**src/rtl/nes_pad_responder.sv**
```systemverilog
`default_nettype none
// ============================================================================
//  Module   : nes_pad_responder
//  Purpose  : Pad-side model of the NES/SNES serial controller protocol.
//             Emulates the CD4021 parallel-in/serial-out register: while the
//             host holds nes_latch high the button word is loaded
//             transparently, then each rising edge of nes_clk shifts the next
//             bit out LSB-first on nes_data. Data is active-low.
//  Ports    : clk          - system clock, sole clock domain
//             reset        - synchronous, active-high reset
//             buttons      - parallel button word, pressed = 1
//             nes_latch    - host latch line, asynchronous to clk
//             nes_clk      - host shift clock, asynchronous to clk
//             nes_data     - registered serial data, pressed = 0
//             bits_sent    - bits shifted in the current frame (0..NUM_BITS)
//             frame_done   - 1-cycle pulse on the NUM_BITS-th shift edge
//             latched_word - button word captured at latch fall (debug)
//  Revision : 1.0 - initial release
// ============================================================================
module nes_pad_responder #(
   parameter int   NUM_BITS    = 8,
   parameter int   SYNC_STAGES = 2,
   parameter logic FILL_VALUE  = 1'b1
) (
   input  logic                clk,
   input  logic                reset,
   input  logic [NUM_BITS-1:0] buttons,
   input  logic                nes_latch,
   input  logic                nes_clk,
   output logic                nes_data,
   output logic [4:0]          bits_sent,
   output logic                frame_done,
   output logic [NUM_BITS-1:0] latched_word
);

   typedef enum logic [1:0] {
      ST_IDLE  = 2'd0,
      ST_LOAD  = 2'd1,
      ST_SHIFT = 2'd2,
      ST_DONE  = 2'd3
   } state_t;

   localparam logic [4:0] C_NUM_BITS = 5'(NUM_BITS);

   state_t                   state_q, state_d;
   logic [SYNC_STAGES-1:0]   latch_sync_q, latch_sync_d;
   logic [SYNC_STAGES-1:0]   clk_sync_q, clk_sync_d;
   logic                     latch_dly_q, latch_dly_d;
   logic                     clk_dly_q, clk_dly_d;
   logic [NUM_BITS-1:0]      shift_reg_q, shift_reg_d;
   logic                     nes_data_q, nes_data_d;
   logic [4:0]               bits_sent_q, bits_sent_d;
   logic                     frame_done_q, frame_done_d;
   logic [NUM_BITS-1:0]      latched_word_q, latched_word_d;

   logic latch_s, clk_s;
   logic latch_rise, latch_fall, clk_rise;
   logic load_now;

   assign latch_s    = latch_sync_q[SYNC_STAGES-1];
   assign clk_s      = clk_sync_q[SYNC_STAGES-1];
   assign latch_rise = latch_s & ~latch_dly_q;
   assign latch_fall = ~latch_s & latch_dly_q;
   assign clk_rise   = clk_s & ~clk_dly_q;

   always_comb begin
      latch_sync_d   = {latch_sync_q[SYNC_STAGES-2:0], nes_latch};
      clk_sync_d     = {clk_sync_q[SYNC_STAGES-2:0], nes_clk};
      latch_dly_d    = latch_s;
      clk_dly_d      = clk_s;
      state_d        = state_q;
      shift_reg_d    = shift_reg_q;
      nes_data_d     = nes_data_q;
      bits_sent_d    = bits_sent_q;
      frame_done_d   = 1'b0;
      latched_word_d = latched_word_q;
      load_now       = 1'b0;

      case (state_q)
         ST_IDLE: begin
            if (latch_s) load_now = 1'b1;
         end
         ST_LOAD: begin
            // LOAD is only ever entered with latch_s high, so leaving it is
            // always a latch fall; the register already holds the last load.
            if (latch_s) begin
               load_now = 1'b1;
            end else if (latch_fall) begin
               state_d        = ST_SHIFT;
               latched_word_d = ~shift_reg_q;
               bits_sent_d    = '0;
            end
         end
         ST_SHIFT: begin
            if (latch_rise) begin
               // Host restarted mid-frame: abandon it without frame_done.
               load_now = 1'b1;
            end else if (clk_rise) begin
               shift_reg_d = {FILL_VALUE, shift_reg_q[NUM_BITS-1:1]};
               nes_data_d  = shift_reg_q[1];
               bits_sent_d = bits_sent_q + 5'd1;
               if (bits_sent_q + 5'd1 == C_NUM_BITS) begin
                  frame_done_d = 1'b1;
                  state_d      = ST_DONE;
               end
            end
         end
         ST_DONE: begin
            nes_data_d = FILL_VALUE;
            if (latch_s) load_now = 1'b1;
         end
         default: state_d = ST_IDLE;
      endcase

      // Transparent parallel load: latch dominates any shift clock activity.
      if (load_now) begin
         state_d     = ST_LOAD;
         shift_reg_d = ~buttons;
         nes_data_d  = ~buttons[0];
         bits_sent_d = '0;
      end
   end

   always_ff @(posedge clk) begin
      if (reset) begin
         state_q        <= ST_IDLE;
         latch_sync_q   <= '0;
         clk_sync_q     <= '0;
         latch_dly_q    <= 1'b0;
         clk_dly_q      <= 1'b0;
         shift_reg_q    <= {NUM_BITS{FILL_VALUE}};
         nes_data_q     <= 1'b1;
         bits_sent_q    <= '0;
         frame_done_q   <= 1'b0;
         latched_word_q <= '0;
      end else begin
         state_q        <= state_d;
         latch_sync_q   <= latch_sync_d;
         clk_sync_q     <= clk_sync_d;
         latch_dly_q    <= latch_dly_d;
         clk_dly_q      <= clk_dly_d;
         shift_reg_q    <= shift_reg_d;
         nes_data_q     <= nes_data_d;
         bits_sent_q    <= bits_sent_d;
         frame_done_q   <= frame_done_d;
         latched_word_q <= latched_word_d;
      end
   end

   assign nes_data     = nes_data_q;
   assign bits_sent    = bits_sent_q;
   assign frame_done   = frame_done_q;
   assign latched_word = latched_word_q;

endmodule
`default_nettype wire
```
**config.mk**
```make
export PLATFORM = sky130hd
export DESIGN_NAME = nes_pad_responder
export DESIGN_NICKNAME = d
export VERILOG_FILES = /design/src/rtl/nes_pad_responder.sv
export SDC_FILE = /design/constraint.sdc
export NUM_CORES = 1
export LEC_CHECK = 0
export ABC_CLOCK_PERIOD_IN_PS = 2000
export CORE_ASPECT_RATIO = 0.6
export CORE_UTILIZATION = 52
export CTS_BUF_LIST = sky130_fd_sc_hd__clkbuf_4
export CTS_CLUSTER_DIAMETER = 60
export CTS_CLUSTER_SIZE = 12
export DETAILED_ROUTE_END_ITERATION = 8
export PLACE_DENSITY = 0.88
export SLEW_MARGIN = 0
export SYNTH_ARGS = -nofsm -noshare
export SYNTH_HDL_FRONTEND = slang
export SYNTH_SLANG_ARGS = --single-unit
export TNS_END_PERCENT = 100
```
**constraint.sdc**
```tcl
create_clock -name clk -period 2 [get_ports clk]
set_clock_uncertainty 0.15 [all_clocks]
set_input_delay 0.6 -clock clk [delete_from_list [all_inputs] [get_ports clk]]
set_output_delay 0.6 -clock clk [all_outputs]
set_load 0.05 [all_outputs]
```
==> run summary, run 1 <==
* status: finished, final reports clean
* post-layout net count: 202
* synthesized area divided by synthesized cell count: 8.32 um2
* pin count of the biggest net entering global routing: 25
* diode insertion count for antenna repair: 0
* layout overhead on the synthesized area: 30.3%
* share of the cycle needed by the critical path after routing: 90.8%
* remaining max-slew budget at the tightest pin: 69.5%
* CTS tree: yes
* commonest cells in the synthesized netlist: 31 x dfxtp_1, 30 x nand2_1, 16 x nor2_1, 11 x nand3_1, 9 x a21o_1
* post-CTS setup buffers: 0
* Post-Route Setup TNS: 0 ps
* IO Count: 27
* slew of the pin with the lowest slew margin: 454 ps
* initial detailed-routing violation count: 74
* vias in the first global route: 1099
* type of element capturing the critical path: flop
* Pins Over Slew Limit: 0
* minimum period implied by the final worst setup slack: 1820 ps
* path class of the lowest-slack min-delay path: reg2reg
* reported max-cap violation count: 0
* number of distinct library cell variants in the gate-level netlist after synthesis: 34
* Worst R2R Path Depth: 4
* total standard cell area after synthesis: 1340 um2
* endpoints failing setup: 0
* worst setup path endpoint: bits_sent[3]
* count leader, synth: dfxtp_1
* sequential share of the synthesized area: 46.3%
* vias per std cell: 5.75
* RR Startpoint: state_q[1]
* start point of the critical path: state_q[1]
* maximum root-to-sink buffer count: 2
* Final Hold Viols: 0
* Leak Pwr: 0.000677 uW
* prevailing post-synth register cell: dfxtp_1
* initial core utilization: 58.4%
* global-route usage over all layers: 25.9%
* count of TritonRoute iterations in the first routing pass: 4
* clock transition time at the flip-flop clock pins of the worst setup and hold paths: 100 ps
* total power of the final layout: 1200 uW
* port buffer count: 26
* slack of the worst reg-to-reg path: 180 ps
* count of cells resized by post-cts repair: 0
* highest achievable clock rate: 0.551 GHz
* post-synthesis cell type with the largest combined area: dfxtp_1
* overflow left after global routing: 0
* wire per inst: 14.6 um
* layout cell share with drive strength beyond 1: 14.2%
* critical setup path kind: reg2reg
* worst skew pair latency: 330 ps
* arrival time of data at the critical path endpoint: 1920 ps
* residual antenna-violating net count after detailed routing: 0
* number of antenna violations at the first check in global routing: 0
* first-pass GRT wire length: 4930 um
* vertical extent of the die: 41.3 um
* async set-or-reset flop fraction in the synthesized netlist: 0%
* total die area: 2790 um2
* total via count in the routed design: 1265
* setup repair after global routing missed its margin: no
* drc violations: 0
* final weighted congestion of routability-driven global placement: 1.01
* end of the worst register-to-register path: bits_sent[3]
* number of synthesized flops with an enable pin: 0
* Rows: 13
* hold-fix buffer count after cts: 0
* width of the die: 67.5 um
* areal power density over the cells: 687 nW/um2
* register bit count reported by yosys: 31
* synthesized net count: 174
* crit-path max FO: 11
* Yosys warning total: 0
* count of clock tree sinks: 31
* worst vdd ir: 0.485 mV
* clk root buf: clkbuf_4
* cells taking the most area after synthesis: dfxtp_1 46%, nand2_1 8.4%, a21o_1 5.0%, nor2_1 4.5%, nand3_1 4.1%
* startpoint kind of the worst setup timing path: flop
* total number of H-tree levels: 2
* Inserted Clock Buffers: 5
* drt total wl: 3210 um
* core region area: 2290 um2
* post-detailed-placement half-perimeter wirelength: 2310 um
* Filler Cell Count: 163
* share of the synthesized area in the top cell type: 46.3%
* cell count after synthesis: 161
* required time of the worst setup path: 2100 ps
==> registers in the layout, summed over array words and instances, names as in the netlist, 2 cells and up <==
signal,count
bits_sent,5
clk_sync_q,2
latch_sync_q,2
latched_word,8
shift_reg_q,8
state_q,2
==> per-stage QoR <==
stage / util (%) / cells / setup slack (ps) / hold slack (ps) / instance area (um2)
2_1_floorplan: - / 161 / 208 / 264 / 1340
3_3_place_gp: 72.8 / 212 / 290 / 268 / 1670
3_5_place_dp: 72.8 / 212 / 204 / 286 / 1670
4_1_cts: 76.1 / 220 / 212 / 300 / 1750
5_1_grt: 76.1 / 220 / 144 / 316 / 1750
6_report: 76.1 / 220 / 184 / 296 / 1750
==> worst min-delay path by stage <==
stage | from | end | slack (ps) | cells after the start
global placement | clk_sync_q[0] | clk_sync_q[1] | 270 | 1
global route | shift_reg_q[0] | latched_word[0] | 320 | 1
detailed placement | shift_reg_q[0] | latched_word[0] | 290 | 1
floorplan | clk_sync_q[0] | clk_sync_q[1] | 260 | 1
finish | shift_reg_q[0] | latched_word[0] | 300 | 1
CTS | shift_reg_q[0] | latched_word[0] | 300 | 1
==> worst max-delay path, stage by stage (launching register included) <==
cell      delay (ps)
dfxtp_1          540
and4bb_1         270
nand2_1          100
or4_1            510
a31oi_1          170
==> power by group <==
group | switching (uW) | internal, uW | total [uW]
sequential | 13.2 | 630 | 643
clock | 217 | 257 | 474
combinational | 38.0 | 44.4 | 82.4
total | 268 | 932 | 1200
==> cells in the final DEF (no fill, tap or decap), types with 3 or more instances in the layout <==
cell and n:
nand2_1 30, dfxtp_1 31, a21oi_1 7, a31oi_1 5
buf_4 12, a21o_1 9, clkdlybuf4s50_1 11, nand3b_1 3
clkbuf_4 5, nand3_1 11, a211oi_1 4, buf_12 7
nor2b_1 8, nor2_1 16
==> layer usage <==
| metal | part of all wire, % | track usage [%] | wire length, um | up-vias |
|---|---|---|---|---|
| met5 | 0 | 0 | 0 | - |
| met4 | 0.96 | 15.4 | 31 | 0 |
| met3 | 8.2 | 8.97 | 264 | 5 |
| met2 | 47 | 43.1 | 1510 | 61 |
| met1 | 44 | 30.1 | 1410 | 584 |
| li1 | - | - | - | 615 |
==> logic make-up (layout without fill, tap and decap cells) <==
| group | after synthesis | count (layout) | synth area share (%) |
|---|---|---|---|
| AND/OR/NAND/NOR | 82 | 82 | 30.4 |
| AO/OA/AOI/OAI | 35 | 35 | 17.4 |
| flip-flops | 31 | 31 | 46.3 |
| buffers and inverters | 11 | 40 | 4.20 |
| adder cells (fa/ha/maj) | 1 | 1 | 0.934 |
| multiplexers | 1 | 1 | 0.747 |
==> area by class of cell <==
cell class	instances	area, um2	area share, %
Timing Repair Buffer	30	340	19.5
Inverter	2	7.51	0.430
Multi-Input combinational cell	119	663	38.0
Clock inverter	3	38.8	2.22
Clock buffer	5	37.5	2.15
Tap cell	30	37.5	2.15
Sequential cell	31	621	35.6
Power figures use the tool's default switching activity.
==> run 2: changes to the inputs <==
--- a/config.mk
+++ b/config.mk
@@ -13,7 +13,6 @@
 export CTS_CLUSTER_SIZE = 12
 export DETAILED_ROUTE_END_ITERATION = 8
 export PLACE_DENSITY = 0.88
-export SLEW_MARGIN = 0
 export SYNTH_ARGS = -nofsm -noshare
 export SYNTH_HDL_FRONTEND = slang
 export SYNTH_SLANG_ARGS = --single-unit
==> results of run 2 <==
No change in the layout: final DEF, timing and power equal those of run 1.
==> run 3: changes to the inputs <==
--- a/config.mk
+++ b/config.mk
@@ -6,6 +6,7 @@
 export NUM_CORES = 1
 export LEC_CHECK = 0
 export ABC_CLOCK_PERIOD_IN_PS = 2000
+export CAP_MARGIN = 20
 export CORE_ASPECT_RATIO = 0.6
 export CORE_UTILIZATION = 52
 export CTS_BUF_LIST = sky130_fd_sc_hd__clkbuf_4
==> results of run 3 <==
No change in the layout: final DEF, timing and power equal those of run 1.
